$ cat src/rtl/alu_seq.sv
// ============================================================================
// alu_seq : handshaked ALU with logic/arith/shift ops and iterative multiply
// Revision: 1.0
// ============================================================================
`default_nettype none

module alu_seq #(
   parameter int WIDTH = 32,
   parameter int SHW   = $clog2(WIDTH)
) (
   input  logic             clk,
   input  logic             rst_n,
   input  logic [WIDTH-1:0] A,
   input  logic [WIDTH-1:0] B,
   input  logic [3:0]       sel,
   input  logic             Cin,
   input  logic             in_valid,
   output logic             in_ready,
   output logic [WIDTH-1:0] Y,
   output logic             Cout,
   output logic             Negative,
   output logic             Zero,
   output logic             Overflow,
   output logic             out_valid,
   input  logic             out_ready
);

   typedef enum logic [1:0] {
      S_IDLE = 2'd0,
      S_BUSY = 2'd1,
      S_DONE = 2'd2
   } state_t;

   localparam logic [3:0] OP_AND  = 4'b0000;
   localparam logic [3:0] OP_OR   = 4'b0001;
   localparam logic [3:0] OP_NOTA = 4'b0010;
   localparam logic [3:0] OP_NOR  = 4'b0011;
   localparam logic [3:0] OP_XOR  = 4'b0100;
   localparam logic [3:0] OP_NAND = 4'b0101;
   localparam logic [3:0] OP_ADD  = 4'b0110;
   localparam logic [3:0] OP_SUB  = 4'b0111;
   localparam logic [3:0] OP_SHL  = 4'b1000;
   localparam logic [3:0] OP_SHR  = 4'b1001;
   localparam logic [3:0] OP_SRA  = 4'b1010;
   localparam logic [3:0] OP_MUL  = 4'b1011;

   state_t             state_q, state_d;
   logic [2*WIDTH-1:0] mcand_q, mcand_d;
   logic [WIDTH-1:0]   mplier_q, mplier_d;
   logic [2*WIDTH-1:0] acc_q, acc_d;
   logic [SHW-1:0]     cnt_q, cnt_d;
   logic [WIDTH-1:0]   y_q, y_d;
   logic               cout_q, cout_d;
   logic               neg_q, neg_d;
   logic               zero_q, zero_d;
   logic               ovf_q, ovf_d;

   logic [WIDTH-1:0]   alu_y;
   logic               alu_c;
   logic               alu_v;
   logic [WIDTH:0]     sum;
   logic [WIDTH:0]     shl_ext;
   logic [WIDTH:0]     shr_ext;
   logic [SHW-1:0]     sh;
   logic [2*WIDTH-1:0] acc_step;

   assign sh = B[SHW-1:0];

   // Single-cycle ops are evaluated straight off the inputs and captured at accept.
   always_comb begin
      alu_y   = '0;
      alu_c   = 1'b0;
      alu_v   = 1'b0;
      sum     = '0;
      shl_ext = '0;
      shr_ext = '0;
      case (sel)
         OP_AND:  alu_y = A & B;
         OP_OR:   alu_y = A | B;
         OP_NOTA: alu_y = ~A;
         OP_NOR:  alu_y = ~(A | B);
         OP_XOR:  alu_y = A ^ B;
         OP_NAND: alu_y = ~(A & B);
         OP_ADD: begin
            sum   = {1'b0, A} + {1'b0, B} + {{WIDTH{1'b0}}, Cin};
            alu_y = sum[WIDTH-1:0];
            alu_c = sum[WIDTH];
            alu_v = A[WIDTH-1] ^ B[WIDTH-1] ^ sum[WIDTH-1] ^ sum[WIDTH];
         end
         OP_SUB: begin
            sum   = {1'b0, A} + {1'b0, ~B} + (WIDTH+1)'(1);
            alu_y = sum[WIDTH-1:0];
            alu_c = sum[WIDTH];
            alu_v = A[WIDTH-1] ^ ~B[WIDTH-1] ^ sum[WIDTH-1] ^ sum[WIDTH];
         end
         // The extra guard bit catches the last bit shifted out (0 when sh=0).
         OP_SHL: begin
            shl_ext = {1'b0, A} << sh;
            alu_y   = shl_ext[WIDTH-1:0];
            alu_c   = shl_ext[WIDTH];
         end
         OP_SHR: begin
            shr_ext = {A, 1'b0} >> sh;
            alu_y   = shr_ext[WIDTH:1];
            alu_c   = shr_ext[0];
         end
         OP_SRA: begin
            shr_ext = $unsigned($signed({A, 1'b0}) >>> sh);
            alu_y   = shr_ext[WIDTH:1];
            alu_c   = shr_ext[0];
         end
         default: ;
      endcase
   end

   assign acc_step = acc_q + (mplier_q[0] ? mcand_q : '0);

   always_comb begin
      state_d  = state_q;
      mcand_d  = mcand_q;
      mplier_d = mplier_q;
      acc_d    = acc_q;
      cnt_d    = cnt_q;
      y_d      = y_q;
      cout_d   = cout_q;
      neg_d    = neg_q;
      zero_d   = zero_q;
      ovf_d    = ovf_q;
      case (state_q)
         S_IDLE: begin
            if (in_valid) begin
               if (sel == OP_MUL) begin
                  mcand_d  = {{WIDTH{1'b0}}, A};
                  mplier_d = B;
                  acc_d    = '0;
                  cnt_d    = '0;
                  state_d  = S_BUSY;
               end else begin
                  y_d     = alu_y;
                  cout_d  = alu_c;
                  ovf_d   = alu_v;
                  neg_d   = alu_y[WIDTH-1];
                  zero_d  = (alu_y == '0);
                  state_d = S_DONE;
               end
            end
         end
         S_BUSY: begin
            acc_d    = acc_step;
            mcand_d  = mcand_q << 1;
            mplier_d = mplier_q >> 1;
            cnt_d    = cnt_q + SHW'(1);
            if (cnt_q == SHW'(WIDTH-1)) begin
               y_d     = acc_step[WIDTH-1:0];
               cout_d  = 1'b0;
               ovf_d   = |acc_step[2*WIDTH-1:WIDTH];
               neg_d   = acc_step[WIDTH-1];
               zero_d  = (acc_step[WIDTH-1:0] == '0);
               state_d = S_DONE;
            end
         end
         S_DONE: begin
            if (out_ready) state_d = S_IDLE;
         end
         default: state_d = S_IDLE;
      endcase
   end

   always_ff @(posedge clk or negedge rst_n) begin
      if (!rst_n) begin
         state_q  <= S_IDLE;
         mcand_q  <= '0;
         mplier_q <= '0;
         acc_q    <= '0;
         cnt_q    <= '0;
         y_q      <= '0;
         cout_q   <= 1'b0;
         neg_q    <= 1'b0;
         zero_q   <= 1'b0;
         ovf_q    <= 1'b0;
      end else begin
         state_q  <= state_d;
         mcand_q  <= mcand_d;
         mplier_q <= mplier_d;
         acc_q    <= acc_d;
         cnt_q    <= cnt_d;
         y_q      <= y_d;
         cout_q   <= cout_d;
         neg_q    <= neg_d;
         zero_q   <= zero_d;
         ovf_q    <= ovf_d;
      end
   end

   assign in_ready  = (state_q == S_IDLE);
   assign out_valid = (state_q == S_DONE);
   assign Y         = y_q;
   assign Cout      = cout_q;
   assign Negative  = neg_q;
   assign Zero      = zero_q;
   assign Overflow  = ovf_q;

endmodule

`default_nettype wire
$ cat config.mk
export PLATFORM = sky130hd
export DESIGN_NAME = alu_seq
export DESIGN_NICKNAME = d
export VERILOG_FILES = /design/src/rtl/alu_seq.sv
export SDC_FILE = /design/constraint.sdc
export NUM_CORES = 1
export LEC_CHECK = 0
export ABC_AREA = 1
export BUFFER_PORTS_ARGS = -buffer_cell sky130_fd_sc_hd__clkbuf_2
export CORE_MARGIN = 4
export CORE_UTILIZATION = 58
export DETAILED_ROUTE_END_ITERATION = 10
export GPL_TIMING_DRIVEN = 0
export PLACE_DENSITY = 0.84
export SYNTH_ARGS = -nofsm -noshare
export SYNTH_HDL_FRONTEND = slang
export SYNTH_SLANG_ARGS = --single-unit
$ cat constraint.sdc
create_clock -name clk -period 2.6 [get_ports clk]
set_input_delay 0 -clock clk [delete_from_list [all_inputs] [get_ports clk]]
set_output_delay 0 -clock clk [all_outputs]
set_load 0.05 [all_outputs]
==> metrics.csv, run 1 <==
metric,value,unit
Netlist cell types,45,
First Err,[ERROR GRT-0232] Routing congestion too high. Check the congestion heatmap in the GUI.,
worst endpoint type,sequential cell input,
Chip Width,215,um
Post-synth ARST share,100,%
"EDFF count, synth",0,
Global Route Usage Sum,84.4,%
grt repair worst endpoint,Overflow$_DFFE_PN0P_/D,
clock buffer depth,3,
Mapped Area,24700,um^2
Chip Height,215,um
# rows,75,
largest net degree at the start of global routing,85,
status,aborted with a tool error,
Placer Congestion,1.17,
syn nets,4546,
Yosys reg bits,202,
CTS root buf,clkbuf_16,
initial cell density of the core,58.9,%
TritonCTS Sinks,202,
Gate Count Post-Synth,4297,
Syn. warnings,0,
register area share after synthesis,20.4,%
placed insts,4948,
DP HPWL,96700,um
H-tree depth,1,
GRT overflow,449,
I/O pins,111,
CTS Buf Count,23,
Exit stage,5_1_grt,
IO Port Bufs,110,
mean area per synthesized cell,5.76,um^2
ys flop type,dfrtp_1,
==> synthesized netlist by cell type, types with 2 or more instances <==
library cell | n | share of area, %
nor2_1 | 393 | 6.0
o21bai_1 | 18 | 0.55
inv_1 | 596 | 9.0
a22o_1 | 17 | 0.60
nand3_1 | 528 | 11
nand4_1 | 53 | 1.3
ha_1 | 172 | 8.7
dfrtp_1 | 202 | 20
buf_1 | 19 | 0.29
or2_2 | 23 | 0.58
xnor2_1 | 14 | 0.50
a21oi_1 | 174 | 3.5
clkbuf_2 | 2 | 0.040
o21ai_0 | 232 | 4.7
nor2_2 | 4 | 0.10
buf_4 | 12 | 0.36
o21a_1 | 9 | 0.27
a21o_1 | 5 | 0.15
nor4_1 | 5 | 0.13
nand3b_1 | 14 | 0.42
a31oi_1 | 35 | 0.89
a21oi_2 | 4 | 0.14
nor3b_1 | 2 | 0.061
buf_6 | 7 | 0.32
buf_2 | 59 | 1.2
and2_1 | 9 | 0.23
o2111ai_1 | 4 | 0.14
o221ai_1 | 2 | 0.071
nor3_1 | 51 | 1.0
nand2_2 | 2 | 0.051
inv_2 | 6 | 0.091
o21ai_1 | 7 | 0.14
nand2_1 | 1365 | 21
a32o_1 | 2 | 0.081
clkbuf_1 | 76 | 1.2
fa_1 | 4 | 0.32
o211ai_1 | 93 | 2.8
xor2_1 | 18 | 0.64
o22ai_1 | 53 | 1.3
==> what timing repair did <==
| item | 4_1_cts |
|---|---|
| gates cloned | 1 |
| pin swaps | 78 |
| setup buffers | 33 |
| endpoints found under the hold margin | 165 |
| gates resized for setup | 433 |
| hold buffers | 49 |
| endpoints found under the setup margin | 152 |
==> stage by stage <==
step                setup slack [ps]  util (%)  cell area [um^2]  TNS (ps)  hold slack, ps
floorplan                      -14.9         -             24700     -14.9            -296
global placement               -2260      61.8             26000   -512210             173
detailed placement             -1350      61.9             26000    -70540           -64.6
CTS                             -465      69.7             29300     -1670            2.66
==> metal layers <==
layer | GRT usage, % | GRT overflow
met2 | 95.5 | 231
met3 | 74.9 | 39
met4 | 81.7 | 133
met1 | 85.3 | 44
met5 | 47.6 | 2
==> cell families after synthesis <==
kind of cell    synth area share [%]
flops                           20.4
buf+inv                         12.5
simple gates                    41.4
xor+xnor                        1.13
compound gates                  15.6
fa+ha+maj                       9.02
==> run 2, diff against run 1 <==
--- a/config.mk
+++ b/config.mk
@@ -8,10 +8,10 @@
 export ABC_AREA = 1
 export BUFFER_PORTS_ARGS = -buffer_cell sky130_fd_sc_hd__clkbuf_2
 export CORE_MARGIN = 4
-export CORE_UTILIZATION = 58
+export CORE_UTILIZATION = 40
 export DETAILED_ROUTE_END_ITERATION = 10
 export GPL_TIMING_DRIVEN = 0
-export PLACE_DENSITY = 0.84
+export PLACE_DENSITY_LB_ADDON = 0.15
 export SYNTH_ARGS = -nofsm -noshare
 export SYNTH_HDL_FRONTEND = slang
 export SYNTH_SLANG_ARGS = --single-unit
==> constraint.sdc (replaced) <==
create_clock -name clk -period 3.4 [get_ports clk]
set_input_delay 0 -clock clk [delete_from_list [all_inputs] [get_ports clk]]
set_output_delay 0 -clock clk [all_outputs]
set_load 0.05 [all_outputs]
==> metrics.csv, run 2 <==
metric,value,unit,change
share of cells above drive strength 1,11.5,%,
DRT iter0 DRCs,3610,,
"EDFF count, synth",0,,unchanged
"CTS clk-pin slew, worst paths",60,ps,
largest cells by area after synthesis,"nand2_1, dfrtp_1, nand3_1",,
Pwr Density,738,nW/um^2,
TritonCTS Sinks,202,,unchanged
Netlist cell types,45,,unchanged
# rows,90,,+20%
# setup viols final,0,,
Leakage,14.8,nW,
largest vdd supply drop,0.000408,V,
GRT overflow,0,,
PnR worst setup slack,69.2,ps,
Tot Pwr,0.0213,W,
dpl ws,-1010,ps,+337 ps
MaxCap Viol Count,0,,
CTS root buf,clkbuf_16,,
IO Port Bufs,110,,unchanged
top flop regs,"acc_q: 64 flops, mcand_q: 64 flops",,
Slew HR,11.4,%,
type of the worst min-delay path,in2reg,,
min-delay src,A[28],,
register area share after synthesis,20.4,%,unchanged
"commonest non-fill, non-tap cell in the layout",nand2_1,,
Mapped Area,24700,um^2,unchanged
r2r startpoint,mplier_q[0]$_DFFE_PN0P_,,
die area,65900,um^2,
Worst EP required,3870,ps,
CP endpoint kind,register,,
initial antenna violation count,7,,
Yosys top cell by area,nand2_1,,
clock skew,16.9,ps,
syn nets,4546,,unchanged
Yosys reg bits,202,,unchanged
H-tree depth,1,,unchanged
"non-filler cells, final",5288,,
global-route wire length before repair,187000,um,
CTS Buf Count,26,,+13%
WL final,132000,um,
R2R Setup Slk,110,ps,
Final nets,4734,,
Synth-to-Final Area Change,16.6,%,
final hold viol count,0,,
I/O pins,111,,unchanged
detailed-router iteration count before antenna repair,6,,
core outline area,60800,um^2,
Clock Latency Late Sink,550,ps,
most frequent cell after synthesis,nand2_1,,
Synth top cells by count,"nand2_1, inv_1, nand3_1",,
Final Max Slew Viols,0,,
status,"finished, final reports clean",,
Tcrit/Tclk final,98.0,%,
Chip Height,257,um,+20%
clock buffer depth,3,,unchanged
most frequent cells in the layout,"nand2_1, inv_1, nand3_1",,
Placer Congestion,1.08,,-7.8%
achievable frequency,300,MHz,
Post-synth ARST share,100,%,unchanged
DP HPWL,108000,um,+11%
crit path time final,3330,ps,
# DRC,0,,
initial cell density of the core,40.7,%,-18 points
largest net degree at the start of global routing,103,,
Chip Width,257,um,+20%
mean area per synthesized cell,5.76,um^2,unchanged
Gate Count Post-Synth,4297,,unchanged
Worst Setup SP,B[11],,
vias per cell,5.79,,
proportion of netlist area held by the largest area contributor,20.7,%,unchanged
Syn. warnings,0,,unchanged
Global Route Usage Sum,37.9,%,
Worst-Margin Slew,1320,ps,
ys flop type,dfrtp_1,,
critical path class,in2reg,,
crit-path max FO,8,,
TritonCTS clock tree,done,,
Critical Path AT,3800,ps,
placed insts,5190,,+4.9%
Antenna Nets Post-Route,0,,
Routed wire per std cell,24.9,um,
Via Count,30600,,
vias in the first global route,28400,,
Setup crit start kind,input port,,
## run 2: cell counts after synthesis
Identical to the previous run, type by type.
## run 2: cell type report
type	count	area (um^2)
Fill cell	6680	32000
Multi-Input combinational cell	3318	17700
Sequential cell	202	5060
Inverter	602	2260
Timing Repair Buffer	162	1070
Tap cell	782	978
Buffer	173	855
Clock buffer	39	801
Clock inverter	7	116
Antenna cell	3	7.51
## run 2: worst max-delay path: stages
cell,delay (ps)
dlygate4sd3_1,520
clkbuf_2,150
inv_1,70
ha_1,260
buf_2,190
inv_1,180
o22ai_1,110
nor3_1,690
nand3_1,190
nor2_1,240
nand3_1,470
nor2_1,220
nand3_1,100
nor2_1,160
nand3_1,100
a21oi_1,130
## run 2: repair_timing
action	CTS	global route
hold endpoints to repair	140	0
setup buffers	7	4
pin swaps	6	24
hold buffers	40	0
gates resized for setup	79	244
setup endpoints to repair	68	9
## run 2: cell families after synthesis
group                      share of synthesized area (%)
DFF                                                 20.4
AOI/OAI and AO/OA                                   15.6
and+or+nand+nor                                     41.4
xor gates and xnor gates                            1.13
adders and majority gates                           9.02
buffers and inverters                               12.5
## run 2: final timing paths
kind,end,cells past startpoint
setup / recovery,Zero$_DFFE_PN0P_,16
hold / removal,mcand_q[28]$_DFFE_PN0P_,3
setup reg to reg,Overflow$_DFFE_PN0P_,21
hold reg to reg,Y[1]$_DFFE_PN0P_,2
max in group asynchronous,mplier_q[14]$_DFFE_PN0P_,3
min in group asynchronous,acc_q[10]$_DFFE_PN0P_,2
## run 2: metal layers
metal	GRT usage (%)	vias to the layer above	part of all wire [%]
li1	-	14300	-
met1	47.9	14200	39
met2	60.2	1665	43
met3	6.64	424	9.3
met4	23.7	12	8.1
met5	0	-	0.056
## run 2: where the power goes
group | switching, W | leakage, nW | internal (W) | total [W]
Sequential | 0.000831 | 2.50 | 0.00356 | 0.00440
Combinational | 0.00945 | 11.8 | 0.00448 | 0.0139
Clock | 0.00113 | 0.450 | 0.00184 | 0.00297
## run 2: metrics by stage
step / setup TNS [ps] / util, % / cell area [um^2] / hold WS [ps]
floorplan: 0 / - / 24700 / -296
global placement: -366000 / 43.2 / 26300 / 257
detailed placement: -18150 / 43.3 / 26300 / 145
CTS: -25.3 / 45.9 / 27900 / 10.5
global route: -92.6 / 47.4 / 28900 / 39.4
finish: 0 / 47.5 / 28900 / 24.1
(Power assumes the default switching activity.)
